--- src/rtl/adc_scan.sv ---
// adc_scan: multi-channel ADC sequencer with single-channel and scan modes
// and optional power-of-two averaging. Each conversion takes CONV_CYCLES
// clocks; the sample is taken on the final cycle and accumulated, and a
// result is published once 2^AVG_LOG2 samples have been summed.
module adc_scan #(
  parameter int WIDTH       = 8,
  parameter int CHANNELS    = 4,
  parameter int CONV_CYCLES = 4,
  parameter int AVG_LOG2    = 0
) (
  input  logic                          clk,
  input  logic                          rst,
  input  logic                          req,
  input  logic                          scan,
  input  logic [$clog2(CHANNELS)-1:0]   ch_sel,
  input  logic [CHANNELS*WIDTH-1:0]     ain,
  output logic                          busy,
  output logic                          rdy,
  output logic [WIDTH-1:0]              dat,
  output logic [$clog2(CHANNELS)-1:0]   ch_out,
  output logic                          overrun
);

  localparam int CW = $clog2(CHANNELS);
  localparam int AW = WIDTH + AVG_LOG2;
  localparam int SW = AVG_LOG2 + 1;

  localparam logic [0:0] S_IDLE = 1'b0;
  localparam logic [0:0] S_CONV = 1'b1;

  localparam logic [7:0]    CYC_LAST  = 8'(CONV_CYCLES - 1);
  localparam logic [SW-1:0] SAMP_LAST = SW'((1 << AVG_LOG2) - 1);
  localparam logic [CW-1:0] CH_LAST   = CW'(CHANNELS - 1);

  logic [0:0]       state_q, state_d;
  logic             scan_q, scan_d;
  logic [CW-1:0]    ch_q, ch_d;
  logic [7:0]       cyc_q, cyc_d;
  logic [SW-1:0]    samp_q, samp_d;
  logic [AW-1:0]    acc_q, acc_d;
  logic [WIDTH-1:0] dat_q, dat_d;
  logic [CW-1:0]    chout_q, chout_d;
  logic             rdy_q, rdy_d;
  logic             ovr_q, ovr_d;

  logic [WIDTH-1:0] sample_s;
  logic [AW-1:0]    sum_s;
  logic [AW-1:0]    avg_s;
  logic [CW-1:0]    sel_s;

  // Current channel's sample and the running sum including it. The
  // accumulator holds at most 2^AVG_LOG2 * (2^WIDTH - 1), so AW bits suffice.
  assign sample_s = ain[ch_q*WIDTH +: WIDTH];
  assign sum_s    = acc_q + AW'(sample_s);
  assign avg_s    = sum_s >> AVG_LOG2;

  // Clamp an out-of-range single-mode channel select to the last channel.
  always_comb begin
    sel_s = ch_sel;
    if ({1'b0, ch_sel} >= (CW+1)'(CHANNELS)) begin
      sel_s = CH_LAST;
    end else begin
      sel_s = ch_sel;
    end
  end

  // Next-state logic: request acceptance, conversion timing, averaging,
  // result publication and channel sequencing.
  always_comb begin
    state_d = state_q;
    scan_d  = scan_q;
    ch_d    = ch_q;
    cyc_d   = cyc_q;
    samp_d  = samp_q;
    acc_d   = acc_q;
    dat_d   = dat_q;
    chout_d = chout_q;
    rdy_d   = 1'b0;
    ovr_d   = ovr_q | (req & (state_q == S_CONV));
    case (state_q)
      S_IDLE: begin
        if (req) begin
          scan_d  = scan;
          ch_d    = scan ? {CW{1'b0}} : sel_s;
          cyc_d   = 8'd0;
          samp_d  = {SW{1'b0}};
          acc_d   = {AW{1'b0}};
          state_d = S_CONV;
        end else begin
          state_d = S_IDLE;
        end
      end
      S_CONV: begin
        if (cyc_q == CYC_LAST) begin
          cyc_d = 8'd0;
          if (samp_q == SAMP_LAST) begin
            // Last sample of this channel: publish the truncated average.
            dat_d   = avg_s[WIDTH-1:0];
            chout_d = ch_q;
            rdy_d   = 1'b1;
            acc_d   = {AW{1'b0}};
            samp_d  = {SW{1'b0}};
            if (!scan_q || (ch_q == CH_LAST)) begin
              state_d = S_IDLE;
            end else begin
              ch_d = ch_q + CW'(1);
            end
          end else begin
            acc_d  = sum_s;
            samp_d = samp_q + SW'(1);
          end
        end else begin
          cyc_d = cyc_q + 8'd1;
        end
      end
      default: begin
        state_d = S_IDLE;
      end
    endcase
  end

  // State registers with synchronous reset taking priority over all activity.
  always_ff @(posedge clk) begin
    if (rst) begin
      state_q <= S_IDLE;
      scan_q  <= 1'b0;
      ch_q    <= {CW{1'b0}};
      cyc_q   <= 8'd0;
      samp_q  <= {SW{1'b0}};
      acc_q   <= {AW{1'b0}};
      dat_q   <= {WIDTH{1'b0}};
      chout_q <= {CW{1'b0}};
      rdy_q   <= 1'b0;
      ovr_q   <= 1'b0;
    end else begin
      state_q <= state_d;
      scan_q  <= scan_d;
      ch_q    <= ch_d;
      cyc_q   <= cyc_d;
      samp_q  <= samp_d;
      acc_q   <= acc_d;
      dat_q   <= dat_d;
      chout_q <= chout_d;
      rdy_q   <= rdy_d;
      ovr_q   <= ovr_d;
    end
  end

  assign busy    = (state_q == S_CONV);
  assign rdy     = rdy_q;
  assign dat     = dat_q;
  assign ch_out  = chout_q;
  assign overrun = ovr_q;

endmodule

--- config.mk ---
export PLATFORM = sky130hd
export DESIGN_NAME = adc_scan
export DESIGN_NICKNAME = d
export VERILOG_FILES = /design/src/rtl/adc_scan.sv
export SDC_FILE = /design/constraint.sdc
export NUM_CORES = 1
export LEC_CHECK = 0
export ABC_AREA = 1
export CORE_ASPECT_RATIO = 0.9
export CORE_MARGIN = 1.5
export CORE_UTILIZATION = 39
export DETAILED_ROUTE_END_ITERATION = 12
export PLACE_DENSITY = 0.81
export SYNTH_ARGS = -nofsm -noshare
export SYNTH_HDL_FRONTEND = slang
export SYNTH_SLANG_ARGS = --single-unit
export TNS_END_PERCENT = 5
--- constraint.sdc ---
create_clock -name clk -period 1.45 [get_ports clk]
set_clock_uncertainty 0.15 [all_clocks]
set_input_delay 0.435 -clock clk [delete_from_list [all_inputs] [get_ports clk]]
set_output_delay 0.435 -clock clk [all_outputs]
set_load 0.01 [all_outputs]
==> results.ini, run 1 <==
[finish]
regArea_um2 = 485
syn_to_final_growth_pct = 54.8
layout.nets = 301
multi_input_area_um2 = 747
n_antenna_cell = 0
fin_area_um2 = 2010
nFillCells = 270
finalNonFillerCells = 302
drive_above_1_share_pct = 20.0

[power_and_ir_drop]
pwr-share-seq_pct = 43.1
swShare_pct = 23.8
ir_worst_vdd_mv = 0.370
p_comb_share_pct = 19.8
powerDensity_nw_per_um2 = 792
power_leakage_nw = 0.873
internal_power_mw = 1.21
p_sw_uw = 379
p_clk_share_pct = 37.1

[timing]
fin_hold_ws_ns = 0.331
drv_slew = 0
fmax_mhz = 703
hold_viol = 0
fin_crit_ns = 1.42
finalCritPeriodShare_pct = 98.2
setup_violations = 0
worst_slew_pin_slew_ns = 0.266
slew_headroom_pct = 82.2
rsz0062_at_grt = true

[die]
std_cell_rows = 19
dieWidth_um = 63.9
core_um2 = 3110
initial_core_util_pct = 41.7
die_y_um = 57.8
ios = 51
die_area_um2 = 3690

[critical_path]
crit_chain = clkdlybuf4s15_2
cp_data_required_time_ns = 0.87
crit_slowest_cell = dfxtp_2
endpoint_kind = primary output
cp.arrival_ns = 0.84
path_delay_family = flip-flops
critPathKind = reg2out
cp-start-kind = register
cp_max_fo = 2
slowest_delay_ns = 0.35
crit_buf_inv = 1

[global_routing]
grt_pass1_vias = 1455
grt_pass1_wl_um = 6290
grt_use_total_pct = 21.5
overflow = 0
grt_max_degree = 19
antenna_found_initial = 0

[placed_design]
place_hpwl_um = 2570
io_buffers = 50
place_inst = 298
placed_area_um2 = 1930
gpl.final_weighted_congestion = 0.843

[clocking]
clock-root-buffer = clkbuf_8
cts_hold_buf = 0
cts_tree = built
insertion_delay_ns = 0.27
htree_num_levels = 1
path_clk_slew_ns = 0.09
cts.sinks = 24
cts_made_buffers = 3
clockBufferDepth = 2

[route]
viasPerCell = 4.98
num_vias = 1505
antenna_left = 0
drt_iter0_drc = 107
post_drt_wl_per_cell_um = 12.7
firstDrtPassIters = 6
drc = 0
wl_um = 3840

[job]
maxCapViolCount = 0

[logic_synthesis]
synthArstFlopShare_pct = 0
syn_nets = 239
synth_edf_count = 0
synth_cells = 199
avgSynthCellArea_um2 = 6.53
synth.distinct_cells = 24
synth-seq-cells = 24
yosysSeqAreaShare_pct = 37.0
ys.warnings.count = 0
synth_ff_type = dfxtp_1
synth_area_um2 = 1300

[min_path]
min_path_type = reg2reg

[status]
status = finished, final reports clean

[state kept, by name, summed over array words and instances, names as in the netlist]
name and cells:
scan_q 1, busy 1, ch_q 2, overrun 1, dat 8, cyc_q 8
rdy 1, ch_out 2
[final timing paths]
| check | startpoint | endpoint | slack (ns) | cells after the start |
|---|---|---|---|---|
| worst max-delay path | dat[4] | dat[4] | 0.03 | 1 |
| worst min-delay path | ch_out[0] | ch_out[0] | 0.33 | 2 |
| worst max register to register | cyc_q[0] | dat[3] | 0.07 | 7 |
| worst min register to register | ch_out[0] | ch_out[0] | 0.33 | 2 |
[Yosys cell counts (all sizes together), types with 2 or more instances]
cell	count	area, um^2
dfxtp	24	480
o21ai	38	194
buf	8	61.3
or2	2	12.5
nor2	58	230
nand2	29	111
ha	2	25.0
inv	12	45.0
nand3	9	45.0
a21oi	11	55.1
[power groups by stage]
stage	Clock [mW]	Combinational (mW)	Sequential (mW)
after global routing	0.622	0.356	0.689
after floorplan	0	0.149	0.701
after detailed placement	0	0.306	0.699
after CTS	0.592	0.306	0.685
final	0.592	0.315	0.687
after global placement	0	0.303	0.699
[cell families after synthesis]
kind of cell,count (synthesis),synth area share [%]
XOR/XNOR,1,0.674
AND/OR/NAND/NOR,99,31.3
adder cells (fa/ha/maj),2,1.92
flip-flops,24,37.0
AO/OA/AOI/OAI,51,20.2
buffers and inverters,22,8.95
[per-stage QoR]
| step | worst slack, ns | utilization (%) | power, mW | setup TNS [ns] |
|---|---|---|---|---|
| 2_1_floorplan | 0.0981 | - | 0.851 | 0 |
| 3_3_place_gp | -0.213 | 62.0 | 1.00 | -2.55 |
| 3_5_place_dp | -0.235 | 62.0 | 1.01 | -2.98 |
| 4_1_cts | -0.00949 | 64.4 | 1.58 | -0.00949 |
| 5_1_grt | -0.0407 | 64.6 | 1.67 | -0.0740 |
| 6_report | 0.0266 | 64.6 | 1.59 | 0 |
[worst min-delay path: cells and delay by family, from the launching register on]
kind	cells	cell delay (ns)
flip-flops	1	0.32
AND/OR/NAND/NOR	2	0.12
[placed cells by master (no fill, tap or decap), types with 2 or more instances in the layout]
cell type,Yosys,final
a21oi_1,11,11
nand2_1,28,27
nand3_1,9,9
dfxtp_2,0,4
clkbuf_8,0,3
or2_2,2,2
nor2_4,1,3
dfxtp_1,24,20
inv_1,11,11
clkdlybuf4s15_2,0,2
nor2_2,2,4
o21ai_2,1,2
clkbuf_2,1,10
o21ai_0,30,25
clkdlybuf4s50_1,0,36
nor2_1,55,51
o21ai_1,7,11
buf_12,0,2
buf_4,1,13
[area by class of cell]
type	instances	share of cell area, %
clock buffer	3	2.05
clock inverter	1	1.49
inverter	13	2.55
multi-input combinational	153	37.1
sequential	24	24.1
tap	42	2.61
timing repair buffer	66	30.0
[repair_timing]
item	4_1_cts	5_1_grt
setup buffers	0	0
pin swaps	1	0
endpoints found under the setup margin	17	28
gates cloned	0	0
resized for setup	29	32
[metal layers]
layer	GRT usage [%]	vias to the layer above	part of all wire (%)
met4	8.39	0	1.3
met1	28.3	693	46
met2	35.4	42	48
li1	-	764	-
met3	3.50	6	4.3
met5	0	-	0
Note: power is estimated with default switching activity, not from simulation.
==> inputs of run 2 (changes only) <==
--- a/config.mk
+++ b/config.mk
@@ -11,6 +11,7 @@
 export CORE_UTILIZATION = 39
 export DETAILED_ROUTE_END_ITERATION = 12
 export PLACE_DENSITY = 0.81
+export SKIP_CTS_REPAIR_TIMING = 1
 export SYNTH_ARGS = -nofsm -noshare
 export SYNTH_HDL_FRONTEND = slang
 export SYNTH_SLANG_ARGS = --single-unit
==> results.ini, run 2 (synthesis results as in run 1) <==
[min_path]
min_path_type = reg2reg

[global_routing]
overflow = 0
grt_pass1_vias = 1455
grt_pass1_wl_um = 6290
antenna_found_initial = 0
grt_max_degree = 19
grt_use_total_pct = 21.5

[timing]
drv_slew = 0
hold_viol = 0
rsz0062_at_grt = true
fin_crit_ns = 1.42
finalCritPeriodShare_pct = 97.9
slew_headroom_pct = 82.2
fmax_mhz = 705
setup_violations = 0
final.setup.tns_ns = 0
worst_slew_pin_slew_ns = 0.266

[critical_path]
cp.arrival_ns = 1.43
cp-start-kind = register
crit_chain = ha_4 > nand2_1 > nor2_4 > nand2_4 > clkinv_2 > o21ai_0 > nor2_1
critPathKind = reg2reg
cp_data_required_time_ns = 1.46
slowest_delay_ns = 0.35
crit_slowest_cell = dfxtp_2
endpoint_kind = register
cp_max_fo = 9

[power_and_ir_drop]
powerDensity_nw_per_um2 = 767
ir_worst_vdd_mv = 0.372
power_leakage_nw = 1.09

[route]
post_drt_wl_per_cell_um = 12.3
wl_um = 3720
firstDrtPassIters = 4
drt_iter0_drc = 88
num_vias = 1489
drc = 0
antenna_left = 0
viasPerCell = 4.93

[placed_design]
gpl.final_weighted_congestion = 0.843
io_buffers = 50
place_hpwl_um = 2570

[die]
initial_core_util_pct = 41.7
dieWidth_um = 63.9
ios = 51
die_area_um2 = 3690
std_cell_rows = 19
core_um2 = 3110
die_y_um = 57.8

[finish]
nFillCells = 259
layout_commonest_cell = nor2_1
n_antenna_cell = 0
final_cell_mix = nor2_1 (53), clkdlybuf4s50_1 (36), nand2_1 (28)
fin_util_pct = 66.7
syn_to_final_growth_pct = 59.8
drive_above_1_share_pct = 13.8
layout.nets = 301

[clocking]
cts.sinks = 24
cts_tree = built
path_clk_slew_ns = 0.09
insertion_delay_ns = 0.27
htree_num_levels = 1
clock-root-buffer = clkbuf_8
clockBufferDepth = 2
cts_made_buffers = 3

[status]
status = finished, final reports clean

[job]
maxCapViolCount = 0

## run 2: power breakdown
part	total (mW)	switching, mW	internal [mW]
Combinational	0.316	0.143	0.173
Clock	0.590	0.221	0.369
Sequential	0.687	0.0114	0.676
## run 2: worst paths after layout
path,from,end,slack (ns),cells after the start
hold reg to reg,scan_q,scan_q,0.32,2
setup reg to reg,cyc_q[0],dat[5],0.03,7
setup / recovery,cyc_q[0],dat[5],0.03,7
hold / removal,scan_q,scan_q,0.32,2
## run 2: metrics by stage
step	power, mW	hold WS [ns]	instance area, um^2	instances	setup WS, ns
5_1_grt	1.67	0.338	2080	302	-0.0530
4_1_cts	1.59	0.320	2000	302	-0.315
3_3_place_gp	1.00	0.294	1930	298	-0.213
6_report	1.59	0.315	2080	302	0.0310
3_5_place_dp	1.01	0.307	1930	298	-0.235
2_1_floorplan	0.851	0.280	1300	199	0.0981
## run 2: per-layer routing
metal  global-route usage [%]  share of wire (%)
met1                     28.3                 47
met2                     35.4                 48
met3                     3.50                3.6
met4                     8.39                1.2
met5                        0                  0
## run 2: layout make-up
class	instances	area (um^2)	share of cell area, %
Timing Repair Buffer	66	684	33.0
Tap cell	42	52.6	2.53
Clock buffer	3	41.3	1.99
Inverter	13	50.0	2.41
Multi-Input combinational cell	153	734	35.4
Clock inverter	1	30.0	1.45
Sequential cell	24	484	23.3
## run 2: critical path: cells and delay by family, from the launching register on
kind	cells	cell delay, ns
flip-flops	1	0.35
AO/OA/AOI/OAI	1	0.21
AND/OR/NAND/NOR	4	0.31
adder cells (fa/ha/maj)	1	0.16
buffers and inverters	1	0.13
==> inputs of run 3 (changes only) <==
--- a/config.mk
+++ b/config.mk
@@ -6,10 +6,10 @@
 export NUM_CORES = 1
 export LEC_CHECK = 0
 export ABC_AREA = 1
-export CORE_ASPECT_RATIO = 0.9
 export CORE_MARGIN = 1.5
 export CORE_UTILIZATION = 39
 export DETAILED_ROUTE_END_ITERATION = 12
+export GPL_ROUTABILITY_DRIVEN = 0
 export PLACE_DENSITY = 0.81
 export SKIP_CTS_REPAIR_TIMING = 1
 export SYNTH_ARGS = -nofsm -noshare
==> results.ini, run 3 (synthesis results as in run 1) <==
[status]
status = finished, final reports clean

[timing]
fmax_mhz = 712
slew_headroom_pct = 82.4
finalCritPeriodShare_pct = 96.9
worst_slew_pin_slew_ns = 0.264
fin_crit_ns = 1.40
fin_hold_ws_ns = 0.312
hold_viol = 0
final.setup.tns_ns = 0
drv_slew = 0
rsz0062_at_grt = true
setup_violations = 0

[critical_path]
cp.arrival_ns = 1.50
cp_data_required_time_ns = 1.54
cp-start-kind = register
slowest_delay_ns = 0.34
cp_max_fo = 3
endpoint_kind = register
crit_slowest_cell = dfxtp_2
critPathKind = reg2reg
crit_chain = ha_1 > nand2_1 > nor2_2 > buf_4 > nor2_1 > nand2_1 > a21oi_1
cp_common_cell = nand2_1

[job]
maxCapViolCount = 0

[power_and_ir_drop]
p_sw_uw = 330
p_comb_share_pct = 22.6
ir_worst_vdd_mv = 0.525
swShare_pct = 25.0
p_clk_share_pct = 25.7
power_leakage_nw = 0.917
powerDensity_nw_per_um2 = 678
internal_power_uw = 994
pwr-share-seq_pct = 51.7
power_mw = 1.32

[clocking]
path_clk_slew_ns = 0.13
insertion_delay_ns = 0.31
cts_made_buffers = 3
clockBufferDepth = 2
cts_tree = built
clock-root-buffer = clkbuf_4
cts.sinks = 24
htree_num_levels = 1

[finish]
syn_to_final_growth_pct = 50.2
n_antenna_cell = 0
drive_above_1_share_pct = 17.9
fin_util_pct = 62.9
layout_commonest_cell = nor2_1
nFillCells = 301
fin_area_um2 = 1950
layout.nets = 303
final_cell_mix = nor2_1 (53), clkdlybuf4s50_1 (37), nand2_1 (28), o21ai_0 (28), dfxtp_1 (19)

[die]
die_y_um = 60.7
ios = 51
initial_core_util_pct = 41.9
dieWidth_um = 60.7
die_area_um2 = 3690
std_cell_rows = 20
core_um2 = 3100

[placed_design]
place_hpwl_um = 2610
io_buffers = 50
placed_area_um2 = 1940

[route]
firstDrtPassIters = 4
wl_um = 3380
post_drt_wl_per_cell_um = 11.0
viasPerCell = 4.71
antenna_left = 0
drt_iter0_drc = 71
drc = 0
num_vias = 1440

[global_routing]
grt_pass1_wl_um = 5550
grt_use_total_pct = 19.7
antenna_found_initial = 0
grt_max_degree = 19
grt_pass1_vias = 1310
overflow = 0

[min_path]
min_path_type = reg2reg

run 3: changes by cell type in the layout (fill, tap and decap cells not counted), moves of 2 or more:
cell / change
clkbuf_2: +9
dlymetal6s2s_1: -10
clkbuf_4: +3
buf_4: +3
dfxtp_2: +2
dfxtp_1: -2
clkbuf_8: -2
o21ai_0: +2
run 3: stage by stage:
step                setup slack (ns)  std cells
floorplan                     0.0981        199
global placement              -0.236        302
detailed placement            -0.239        302
CTS                           -0.363        306
global route                 -0.0674        306
finish                        0.0455        306
run 3: final timing paths:
check / slack [ns] / cells after the start / start / end
max: 0.05 / 7 / cyc_q[0] / cyc_q[1]
min: 0.31 / 2 / scan_q / scan_q
max reg2reg: 0.05 / 7 / cyc_q[0] / cyc_q[1]
min reg2reg: 0.31 / 2 / scan_q / scan_q
run 3: layout make-up:
class                      count  area (um^2)  share of cell area (%)
multi-input combinational    153          708                    36.3
tap                           44         55.1                    2.82
timing repair buffer          68          617                    31.6
inverter                      13         50.0                    2.56
sequential                    24          487                    24.9
clock buffer                   4         36.3                    1.86
run 3: metal layers:
| metal | vias to the layer above | part of all wire, % | wire (um) | track usage (%) |
|---|---|---|---|---|
| met1 | 636 | 48 | 1620 | 24.7 |
| met5 | - | 0 | 0 | 0 |
| met4 | 0 | 0.59 | 20 | 5.28 |
| li1 | 772 | - | - | - |
| met3 | 2 | 3.0 | 100 | 3.62 |
| met2 | 30 | 49 | 1640 | 34.6 |
run 3: power groups by stage:
stage          sequential (mW)  clock, mW  combinational, mW
2_1_floorplan            0.701          0              0.149
3_3_place_gp             0.698          0              0.299
3_5_place_dp             0.699          0              0.304
4_1_cts                  0.684      0.358              0.305
5_1_grt                  0.687      0.391              0.335
6_report                 0.684      0.340              0.300
run 3: worst max-delay path, delay by kind of cell, from the launching register on:
kind,cells,cell delay [ns]
buffers and inverters,1,0.13
AO/OA/AOI/OAI,1,0.12
AND/OR/NAND/NOR,4,0.41
flip-flops,1,0.34
adder cells (fa/ha/maj),1,0.20
